`src/rtl/shift_op_pkg.sv`:
```
// Shared types for the multi-op shift register.
// Holds the opcode encoding and the FSM states.
package shift_op_pkg;

    localparam logic [2:0] OP_LOAD  = 3'b000;
    localparam logic [2:0] OP_COMP  = 3'b001;
    localparam logic [2:0] OP_SHR   = 3'b010;
    localparam logic [2:0] OP_SHL   = 3'b011;
    localparam logic [2:0] OP_ROR   = 3'b100;
    localparam logic [2:0] OP_ROL   = 3'b101;
    localparam logic [2:0] OP_ASR   = 3'b110;
    localparam logic [2:0] OP_CLEAR = 3'b111;

    typedef enum logic [2:0] {
        LOAD  = OP_LOAD,
        COMP  = OP_COMP,
        SHR   = OP_SHR,
        SHL   = OP_SHL,
        ROR   = OP_ROR,
        ROL   = OP_ROL,
        ASR   = OP_ASR,
        CLEAR = OP_CLEAR
    } op_t;

    typedef enum logic [1:0] {
        IDLE  = 2'd0,
        SHIFT = 2'd1,
        DONE  = 2'd2
    } state_t;

endpackage

```
`src/rtl/shift_op_step.sv`:
```
// One single-bit step of a shift/rotate op.
// Non-shift ops pass the register through unchanged.
module shift_op_step
    import shift_op_pkg::*;
#(
    parameter int WIDTH = 8
) (
    input  op_t              op,
    input  logic [WIDTH-1:0] dout,
    input  logic             ser_in,
    output logic [WIDTH-1:0] nxt
);

    always_comb begin
        nxt = dout;
        unique case (op)
            SHR:     nxt = {ser_in, dout[WIDTH-1:1]};
            SHL:     nxt = {dout[WIDTH-2:0], ser_in};
            ROR:     nxt = {dout[0], dout[WIDTH-1:1]};
            ROL:     nxt = {dout[WIDTH-2:0], dout[WIDTH-1]};
            ASR:     nxt = {dout[WIDTH-1], dout[WIDTH-1:1]};
            default: nxt = dout;
        endcase
    end

endmodule

```
`src/rtl/shift_op_reg.sv`:
```
// Register with load/complement/clear and multi-cycle shifts.
// Shifts run one bit per cycle under a small three-state FSM.
module shift_op_reg
    import shift_op_pkg::*;
#(
    parameter int WIDTH = 8,
    parameter int CNT_W = $clog2(WIDTH) + 1
) (
    input  logic             clk,
    input  logic             reset,
    input  logic             start,
    input  logic [2:0]       op,
    input  logic [CNT_W-1:0] amount,
    input  logic [WIDTH-1:0] din,
    input  logic             ser_in,
    output logic [WIDTH-1:0] dout,
    output logic             busy,
    output logic             done
);

    state_t           state_q, state_d;
    op_t              op_q, op_d;
    logic [CNT_W-1:0] cnt_q, cnt_d;
    logic [WIDTH-1:0] dout_q, dout_d;
    logic             busy_q, busy_d;
    logic             done_q, done_d;
    logic [WIDTH-1:0] step_val;

    shift_op_step #(
        .WIDTH (WIDTH)
    ) u_step (
        .op     (op_q),
        .dout   (dout_q),
        .ser_in (ser_in),
        .nxt    (step_val)
    );

    always_comb begin
        state_d = state_q;
        op_d    = op_q;
        cnt_d   = cnt_q;
        dout_d  = dout_q;
        unique case (state_q)
            IDLE: begin
                if (start) begin
                    op_d  = op_t'(op);
                    cnt_d = amount;
                    unique case (op_t'(op))
                        LOAD: begin
                            dout_d  = din;
                            state_d = DONE;
                        end
                        COMP: begin
                            dout_d  = ~dout_q;
                            state_d = DONE;
                        end
                        CLEAR: begin
                            dout_d  = '0;
                            state_d = DONE;
                        end
                        default: begin
                            state_d = (amount == '0) ? DONE : SHIFT;
                        end
                    endcase
                end
            end
            SHIFT: begin
                dout_d = step_val;
                cnt_d  = cnt_q - 1'b1;
                if (cnt_q == CNT_W'(1)) state_d = DONE;
            end
            DONE:    state_d = IDLE;
            default: state_d = IDLE;
        endcase
        // Status flags are registered copies of the next state.
        busy_d = (state_d == SHIFT);
        done_d = (state_d == DONE);
    end

    always_ff @(posedge clk) begin
        if (!reset) begin
            state_q <= IDLE;
            op_q    <= LOAD;
            cnt_q   <= '0;
            dout_q  <= '0;
            busy_q  <= 1'b0;
            done_q  <= 1'b0;
        end else begin
            state_q <= state_d;
            op_q    <= op_d;
            cnt_q   <= cnt_d;
            dout_q  <= dout_d;
            busy_q  <= busy_d;
            done_q  <= done_d;
        end
    end

    assign dout = dout_q;
    assign busy = busy_q;
    assign done = done_q;

endmodule

```
`config.mk`:
```
export PLATFORM = sky130hd
export DESIGN_NAME = shift_op_reg
export DESIGN_NICKNAME = d
export VERILOG_FILES = /design/src/rtl/shift_op_pkg.sv /design/src/rtl/shift_op_step.sv /design/src/rtl/shift_op_reg.sv
export SDC_FILE = /design/constraint.sdc
export NUM_CORES = 1
export LEC_CHECK = 0
export CAP_MARGIN = 40
export CORE_AREA = 2 2 60 62
export CTS_CLUSTER_DIAMETER = 200
export DETAILED_ROUTE_END_ITERATION = 6
export DIE_AREA = 0 0 62 64
export GPL_ROUTABILITY_DRIVEN = 0
export PLACE_DENSITY = 0.67
export SLEW_MARGIN = 20
export SYNTH_ARGS = -nofsm -noshare
export SYNTH_HDL_FRONTEND = slang
export SYNTH_HIERARCHICAL = 1
export SYNTH_SLANG_ARGS = --single-unit
```
`constraint.sdc`:
```
create_clock -name clk -period 1.85 [get_ports clk]
set_input_delay 0.2775 -clock clk [delete_from_list [all_inputs] [get_ports clk]]
set_output_delay 0.2775 -clock clk [all_outputs]
set_load 0.005 [all_outputs]
```
==> results of run 1 <==
[worst max-delay path by stage]
stage,end,depth (start not counted)
after floorplan,dout[0],7
after global placement,dout[4],5
after detailed placement,dout[7],5
after CTS,dout[5],6
after global routing,dout[5],1
final,dout[5],1
[flip-flops by register name, summed over array words and instances, names as in the netlist]
signal,flops
done,1
op_q,3
busy,1
state_q,2
cnt_q,4
dout,8
[cells in the final DEF (no fill, tap or decap), types with 2 or more instances in the layout]
master           count
clkbuf_4             3
nor3b_1              2
xnor2_1              2
and3b_1              2
o21ai_0              3
nand3_1              2
nand2_1             21
mux2i_1              5
clkdlybuf4s50_1     28
nor2_1               7
a21boi_0            12
inv_1                4
o22ai_1             17
ha_1                 2
nand2b_1             2
dfxtp_1             18
buf_4                9
nor2b_1              3
nor3_1               2
a21oi_1              9
o21ai_1              6
a211oi_1             5
a221o_1              6
[kinds of logic (layout without fill, tap and decap cells)]
logic type      count (synthesis)  count (layout)  synth area share
compound gates                 69              69             0.356
xor+xnor                        3               3            0.0193
fa+ha+maj                       2               2            0.0184
buf+inv                        17              46            0.0892
flops                          19              19             0.280
mux                             6               6            0.0451
simple gates                   50              50             0.192
[report_power, final]
part | switching, mW | internal (mW) | leakage (nW)
clock | 0.129 | 0.0804 | 0.0177
sequential | 0.0658 | 0.450 | 0.156
combinational | 0.184 | 0.214 | 0.439
[through the flow]
| stage | setup WS, ns | util | hold slack, ns |
|---|---|---|---|
| after CTS | 0.175 | 0.520 | 0.510 |
| after global placement | 0.0703 | 0.511 | 0.492 |
| after floorplan | 0.462 | - | 0.422 |
| after detailed placement | 0.0362 | 0.511 | 0.493 |
| after global routing | 0.0989 | 0.520 | 0.536 |
| final | 0.198 | 0.520 | 0.522 |
[final cells by class]
class | count | area [um^2] | area share
Clock inverter | 1 | 5.00 | 0.00293
Multi-Input combinational cell | 130 | 858 | 0.503
Timing Repair Buffer | 38 | 368 | 0.215
Sequential cell | 19 | 382 | 0.223
Inverter | 4 | 15.0 | 0.00879
Clock buffer | 3 | 22.5 | 0.0132
Tap cell | 46 | 57.6 | 0.0337
[per-layer routing]
metal  vias up  GRT usage  share of wire
li1        686          -              -
met2        39      0.286           0.50
met4         0     0.0798          0.019
met5         -          0              0
met1       627      0.240           0.44
met3         8     0.0344          0.040
[Yosys cell counts (2+ instances only)]
master | number | area [um^2]
a211oi_1 | 5 | 37.5
a21boi_0 | 12 | 90.1
a21oi_1 | 9 | 45.0
a221o_1 | 6 | 60.1
and3b_1 | 2 | 17.5
buf_2 | 3 | 15.0
buf_4 | 2 | 15.0
buf_6 | 4 | 45.0
clkbuf_1 | 3 | 11.3
dfxtp_1 | 19 | 380
ha_1 | 2 | 25.0
inv_1 | 4 | 15.0
mux2i_1 | 5 | 50.1
nand2_1 | 21 | 78.8
nand2b_1 | 2 | 12.5
nand3_1 | 2 | 10.0
nor2_1 | 7 | 26.3
nor2b_1 | 3 | 18.8
nor3_1 | 2 | 10.0
nor3b_1 | 2 | 15.0
o21ai_0 | 3 | 15.0
o21ai_1 | 6 | 30.0
o22ai_1 | 17 | 106
xnor2_1 | 2 | 17.5
[what timing repair did]
action | CTS | global route
hold buffers | 0 | 0
setup endpoints to repair | 0 | 1
buffers inserted | 0 | 0
resized for setup | 0 | 1
==> run_results.csv, run 1 <==
group,metric,value,unit
run_status,status,"complete, no violations",
yosys,synthFlopType,"dfxtp_1",
yosys,syn_avg_cell_area,8.19,um^2
clock_network,clock_latency,0.29,ns
detailed_routing,drtIter0Drc,101,
global_route,grt_pass1_wl,5650,um
run,maxCapViolCount,0,
finish,final_area,1710,um^2
worst_setup_path,crit_family,"buffers and inverters",
placed_design,io_buffers,28,
worst_setup_path,critPathKind,"reg -> out",
hold_path,hp-class,"reg -> reg",
timing,setup_tns,0,ns
worst_setup_path,crit_path_start_kind,"flip-flop",
yosys,synth_edf_count,0,
power,p_leak,0.613,nW
yosys,yosysUniqueCellTypes,47,
timing,max_freq,0.605,GHz
die,initial_core_util,0.414,
clock_network,clock_sinks,19,
finish,drive_gt1_frac,0.123,
clock_network,cts.root.buffer_cell,"clkbuf_4",
die,io_pins,29,
yosys,syn_area,1360,um^2
global_route,grt-ovfl-total,0,
placed_design,dpl.hpwl,2570,um
timing,finalCritPeriodShare,0.893,
yosys,async_flop_share,0,
power,peakVddDrop,436,uV
finish,antennaDiodeCount,0,
worst_setup_path,timing.rr.end,"dout[5]",
worst_setup_path,crit_buf_inv,1,
clock_network,numCtsBuffers,3,
worst_setup_path,cp.required,1.57,ns
timing,drv_slew,0,
finish,areaGrowthSynthToFinish,25.6,%
placed_design,dp_cells,237,
clock_network,max-clock-path-buffers,2,
worst_setup_path,critPathSlowestCell,"clkdlybuf4s50_1",
timing,clock_skew,0.00493,ns
detailed_routing,route.detailed.drc,0,
worst_setup_path,worstRegToRegCells,7,
finish,layout.cells.non_filler,241,
timing,rsz0062_at_grt,"no",
timing,hold_viol,0,
die,coreArea,3280,um^2
timing,period_minus_slack,1.65,ns
worst_setup_path,crit_path_start,"dout[5]",
worst_setup_path,end_kind,"primary output",
finish,num-fill-cells,334,
finish,fin_nets,217,
power,p_per_area,657,nW/um^2
worst_setup_path,crit_path_max_incr_delay,0.57,ns
die,dieWidth,62,um
placed_design,placed_cell_area,1680,um^2
detailed_routing,drtAntennaViolNets,0,
detailed_routing,drt-vias-per-instance,5.64,
yosys,ys_seq_area_frac,0.280,
clock_network,cts.clk_slew.worst_paths,0.11,ns
detailed_routing,firstDrtPassIters,4,
worst_setup_path,worst_r2r_startpoint,"op_q[2]",
worst_setup_path,critPathMaxFanout,8,
detailed_routing,postRouteWirelength,3360,um
timing,tightest_slew,0.576,ns
worst_setup_path,rrSetupSlack,0.21,ns
hold_path,hold_path_depth,2,
die,die_y,64,um
yosys,yosysWarnings,6,
detailed_routing,wire_per_inst,13.9,um
timing,setup_viol,0,
detailed_routing,num_vias,1360,
power,power,1.12,mW
global_route,grt_max_degree,18,
yosys,postSynthCellCount,166,
clock_network,cts_tree,"built",
global_route,antenna_found_initial,0,
global_route,grt_usage,0.184,
hold_path,hold_start,"cnt_q[1]",
worst_setup_path,crit_chain,"clkdlybuf4s50_1",
clock_network,htreeDepth,1,
hold_path,hold_path_end,"cnt_q[1]",
yosys,synth_seq_cells,19,
worst_setup_path,crit_arrival,1.37,ns
timing,slew_headroom,0.616,
die,die_area,3970,um^2
die,rows,21,
yosys,syn_nets,187,
global_route,grt_pass1_vias,1255,
(Power assumes the default switching activity.)
==> run 2, diff against run 1 <==
--- a/config.mk
+++ b/config.mk
@@ -6,12 +6,12 @@
 export NUM_CORES = 1
 export LEC_CHECK = 0
 export CAP_MARGIN = 40
-export CORE_AREA = 2 2 60 62
+export CORE_AREA = 2 2 56 58
 export CTS_CLUSTER_DIAMETER = 200
 export DETAILED_ROUTE_END_ITERATION = 6
-export DIE_AREA = 0 0 62 64
+export DIE_AREA = 0 0 58 60
 export GPL_ROUTABILITY_DRIVEN = 0
-export PLACE_DENSITY = 0.67
+export PLACE_DENSITY = 0.75
 export SLEW_MARGIN = 20
 export SYNTH_ARGS = -nofsm -noshare
 export SYNTH_HDL_FRONTEND = slang
==> run_results.csv, run 2 (same netlist as run 1, synthesis figures left out) <==
group,metric,value,unit
detailed_routing,firstDrtPassIters,4,
finish,seq_area,382,um^2
clock_network,numCtsBuffers,3,
finish,final_area,1680,um^2
die,initial_core_util,0.469,
power,p_leak,0.606,nW
finish,drive_gt1_frac,0.119,
die,coreArea,2900,um^2
placed_design,io_buffers,28,
power,power,1.12,mW
global_route,grt_usage,0.194,
die,die_y,60,um
detailed_routing,postRouteWirelength,3240,um
timing,rsz0062_at_grt,"no",
finish,num-fill-cells,284,
worst_setup_path,end_kind,"primary output",
finish,layout.cells.non_filler,227,
detailed_routing,wire_per_inst,14.3,um
detailed_routing,drtAntennaViolNets,0,
worst_setup_path,crit_path_max_incr_delay,0.57,ns
detailed_routing,num_vias,1359,
finish,mostFrequentLayoutCells,"28 x clkdlybuf4s50_1, 21 x nand2_1, 18 x dfxtp_1, 17 x o22ai_1, 12 x a21boi_0",
detailed_routing,drtIter0Drc,45,
finish,final_common_cell,"clkdlybuf4s50_1",
hold_path,hp-class,"reg -> reg",
finish,areaGrowthSynthToFinish,23.8,%
finish,antennaDiodeCount,0,
worst_setup_path,crit_path_start_kind,"flip-flop",
placed_design,placed_cell_area,1660,um^2
global_route,grt_pass1_vias,1213,
clock_network,htreeDepth,1,
clock_network,cts.root.buffer_cell,"clkbuf_4",
die,rows,20,
placed_design,dp_cells,223,
worst_setup_path,crit_chain,"clkdlybuf4s50_1",
finish,fin_nets,216,
worst_setup_path,cp.required,1.57,ns
finish,multiInputGateArea,858,um^2
clock_network,cts_tree,"built",
worst_setup_path,crit_buf_inv,1,
finish,final_util,0.580,
timing,drv_slew,0,
timing,hold_viol,0,
die,dieWidth,58,um
global_route,grt-ovfl-total,0,
clock_network,clock_sinks,19,
clock_network,max-clock-path-buffers,2,
timing,setup_viol,0,
detailed_routing,route.detailed.drc,0,
run_status,status,"complete, no violations",
finish,largest_register_ff_count,8,
detailed_routing,drt-vias-per-instance,5.99,
worst_setup_path,crit_arrival,1.38,ns
power,peakVddDrop,545,uV
clock_network,clock_latency,0.30,ns
run,maxCapViolCount,0,
timing,period_minus_slack,1.66,ns
timing,slew_headroom,0.650,
timing,finalCritPeriodShare,0.896,
timing,clock_skew,0.00487,ns
global_route,antenna_found_initial,0,
timing,setup_tns,0,ns
power,p_per_area,666,nW/um^2
worst_setup_path,critPathSlowestCell,"clkdlybuf4s50_1",
die,io_pins,29,
placed_design,dpl.hpwl,2400,um
global_route,grt_max_degree,19,
worst_setup_path,critPathMaxFanout,8,
worst_setup_path,critPathKind,"reg -> out",
die,die_area,3480,um^2
worst_setup_path,crit_family,"buffers and inverters",
global_route,grt_pass1_wl,5300,um
timing,tightest_slew,0.524,ns
clock_network,cts.clk_slew.worst_paths,0.11,ns
timing,max_freq,0.603,GHz
run 2: changes by cell type in the layout (fill, tap and decap cells not counted):
cell   delta
buf_4     -1
run 2: repair_timing:
| action | in CTS | in global routing |
|---|---|---|
| setup endpoints to repair | 0 | 6 |
| buffers inserted | 0 | 0 |
| resized for setup | 0 | 1 |
| hold buffers | 0 | 0 |
run 2: power by group:
part	leakage (nW)	switching, mW	internal [mW]
clock	0.0177	0.133	0.0805
sequential	0.156	0.0687	0.451
combinational	0.432	0.179	0.210
run 2: layout make-up:
type                    instances  area share
clock buffers                   3      0.0134
multi-input cells             130       0.510
well taps                      33      0.0245
clock inverters                 1     0.00297
inverters                       4     0.00892
flip-flops and latches         19       0.227
repair buffers                 37       0.214
run 2: per-layer routing:
metal / routed length [um] / global-route usage
met5: 0 / 0
met1: 1440 / 0.244
met4: 29 / 0.0664
met3: 186 / 0.0216
met2: 1590 / 0.343
run 2: worst paths after layout:
kind                            startpoint        to  slack (ns)  cells after the start
worst max-delay path               dout[5]   dout[5]        0.19                      1
worst min-delay path              cnt_q[2]  cnt_q[2]        0.52                      2
worst max register to register     op_q[2]   dout[2]        0.22                      6
worst min register to register    cnt_q[2]  cnt_q[2]        0.52                      2
run 2: stage by stage:
step | hold WS, ns | setup WS, ns
2_1_floorplan | 0.422 | 0.462
3_3_place_gp | 0.485 | 0.0853
3_5_place_dp | 0.505 | 0.0601
4_1_cts | 0.520 | 0.0921
5_1_grt | 0.534 | 0.113
6_report | 0.524 | 0.192
==> run 3, diff against run 2 <==
--- a/config.mk
+++ b/config.mk
@@ -6,12 +6,12 @@
 export NUM_CORES = 1
 export LEC_CHECK = 0
 export CAP_MARGIN = 40
-export CORE_AREA = 2 2 56 58
+export CORE_AREA = 2 2 58 60
 export CTS_CLUSTER_DIAMETER = 200
 export DETAILED_ROUTE_END_ITERATION = 6
-export DIE_AREA = 0 0 58 60
+export DIE_AREA = 0 0 60 62
 export GPL_ROUTABILITY_DRIVEN = 0
-export PLACE_DENSITY = 0.75
+export PLACE_DENSITY = 0.71
 export SLEW_MARGIN = 20
 export SYNTH_ARGS = -nofsm -noshare
 export SYNTH_HDL_FRONTEND = slang
==> run_results.csv, run 3 (same netlist as run 1, synthesis figures left out) <==
group,metric,value,unit
worst_setup_path,critPathSlowestCell,"clkdlybuf4s50_1",
finish,mostFrequentLayoutCells,"28 x clkdlybuf4s50_1, 21 x nand2_1, 19 x dfxtp_1, 17 x o22ai_1, 12 x a21boi_0",
global_route,grt-ovfl-total,0,
timing,setup_ws,0.192,ns
placed_design,io_buffers,28,
timing,setup_tns,0,ns
run,maxCapViolCount,0,
placed_design,dpl.hpwl,2440,um
die,rows,21,
timing,finalCritPeriodShare,0.896,
detailed_routing,highest_layer,"met4",
die,die_y,62,um
clock_network,cts_resized,0,
run_status,status,"complete, no violations",
power,p_leak,0.597,nW
detailed_routing,drtAntennaViolNets,0,
clock_network,post_cts_buffers,0,
clock_network,clock_latency,0.30,ns
detailed_routing,wl_met3,121,um
worst_setup_path,critPathKind,"reg -> out",
timing,drv_slew,0,
placed_design,placed_cell_area,1660,um^2
finish,final_common_cell,"clkdlybuf4s50_1",
die,initial_core_util,0.428,
detailed_routing,firstDrtPassIters,4,
worst_setup_path,crit_buf_inv,1,
detailed_routing,num_vias,1369,
finish,antennaDiodeCount,0,
timing,tightest_slew,0.528,ns
power,power,1.11,mW
clock_network,htreeDepth,1,
clock_network,cts.root.buffer_cell,"clkbuf_4",
worst_setup_path,crit_arrival,1.38,ns
power,peakVddDrop,392,uV
timing,period_minus_slack,1.66,ns
finish,fin_nets,214,
clock_network,cts_tree,"built",
timing,slew_headroom,0.645,
worst_setup_path,rrSetupSlack,0.28,ns
worst_setup_path,crit_family,"buffers and inverters",
finish,largest_register_ff_count,8,
detailed_routing,wl_met2,1630,um
detailed_routing,drtIter0Drc,36,
timing,rsz0062_at_grt,"no",
worst_setup_path,crit_path_start_kind,"flip-flop",
global_route,grt_max_degree,19,
die,io_pins,29,
finish,final_area,1680,um^2
detailed_routing,route.detailed.drc,0,
worst_setup_path,crit_path_max_incr_delay,0.56,ns
clock_network,numCtsBuffers,3,
timing,max_freq,0.603,GHz
hold_path,hp-class,"reg -> reg",
clock_network,ctsHoldBuffers,0,
die,die_area,3720,um^2
worst_setup_path,critPathMaxFanout,8,
timing,holdWs,0.517,ns
placed_design,post-place-ws,0.0247,ns
finish,areaGrowthSynthToFinish,23.8,%
clock_network,clock_sinks,19,
worst_setup_path,crit_chain,"clkdlybuf4s50_1",
worst_setup_path,cp.required,1.57,ns
detailed_routing,drt-vias-per-instance,5.75,
global_route,grt_usage,0.185,
die,dieWidth,60,um
die,coreArea,3180,um^2
timing,setup_viol,0,
worst_setup_path,end_kind,"primary output",
detailed_routing,postRouteWirelength,3200,um
clock_network,max-clock-path-buffers,2,
clock_network,cts.clk_slew.worst_paths,0.12,ns
global_route,grt_pass1_vias,1227,
global_route,grt_pass1_wl,5260,um
global_route,antenna_found_initial,0,
detailed_routing,met1_length,1420,um
power,p_per_area,661,nW/um^2
timing,clock_skew,0.00782,ns
timing,hold_viol,0,
finish,drive_gt1_frac,0.104,
detailed_routing,wire_per_inst,13.4,um
run 3: final timing paths:
kind	startpoint	to	depth (start not counted)
worst min-delay path	cnt_q[1]	cnt_q[1]	2
worst max-delay path	dout[5]	dout[5]	1
worst max register to register	op_q[2]	dout[6]	6
worst min register to register	cnt_q[1]	cnt_q[1]	2
run 3: power by group:
part,switching (mW),leakage (nW),internal [mW],total (mW)
Sequential,0.0594,0.156,0.450,0.509
Combinational,0.184,0.423,0.207,0.391
Clock,0.133,0.0177,0.0804,0.213
run 3: cell type report:
class | count | area [um^2]
clock buffer | 3 | 22.5
clock inverter | 1 | 5.00
fill | 319 | 1500
inverter | 4 | 15.0
multi-input combinational | 130 | 858
sequential | 19 | 380
tap | 46 | 57.6
timing repair buffer | 35 | 345
run 3: per-stage QoR:
step / instances / util
floorplan: 166 / -
global placement: 234 / 0.521
detailed placement: 234 / 0.521
CTS: 238 / 0.530
global route: 238 / 0.530
finish: 238 / 0.530
run 3: per-layer routing:
layer | vias up | track usage
li1 | 679 | -
met1 | 658 | 0.229
met2 | 30 | 0.328
met3 | 2 | 0.0290
met4 | 0 | 0.0667
met5 | - | 0
run 3: worst register-to-register path: cells and delay by family (launching register included):
kind                   cells  cell delay [ns]
AOI/OAI and AO/OA          4             0.65
DFF                        1             0.45
muxes                      1             0.20
buffers and inverters      1             0.19
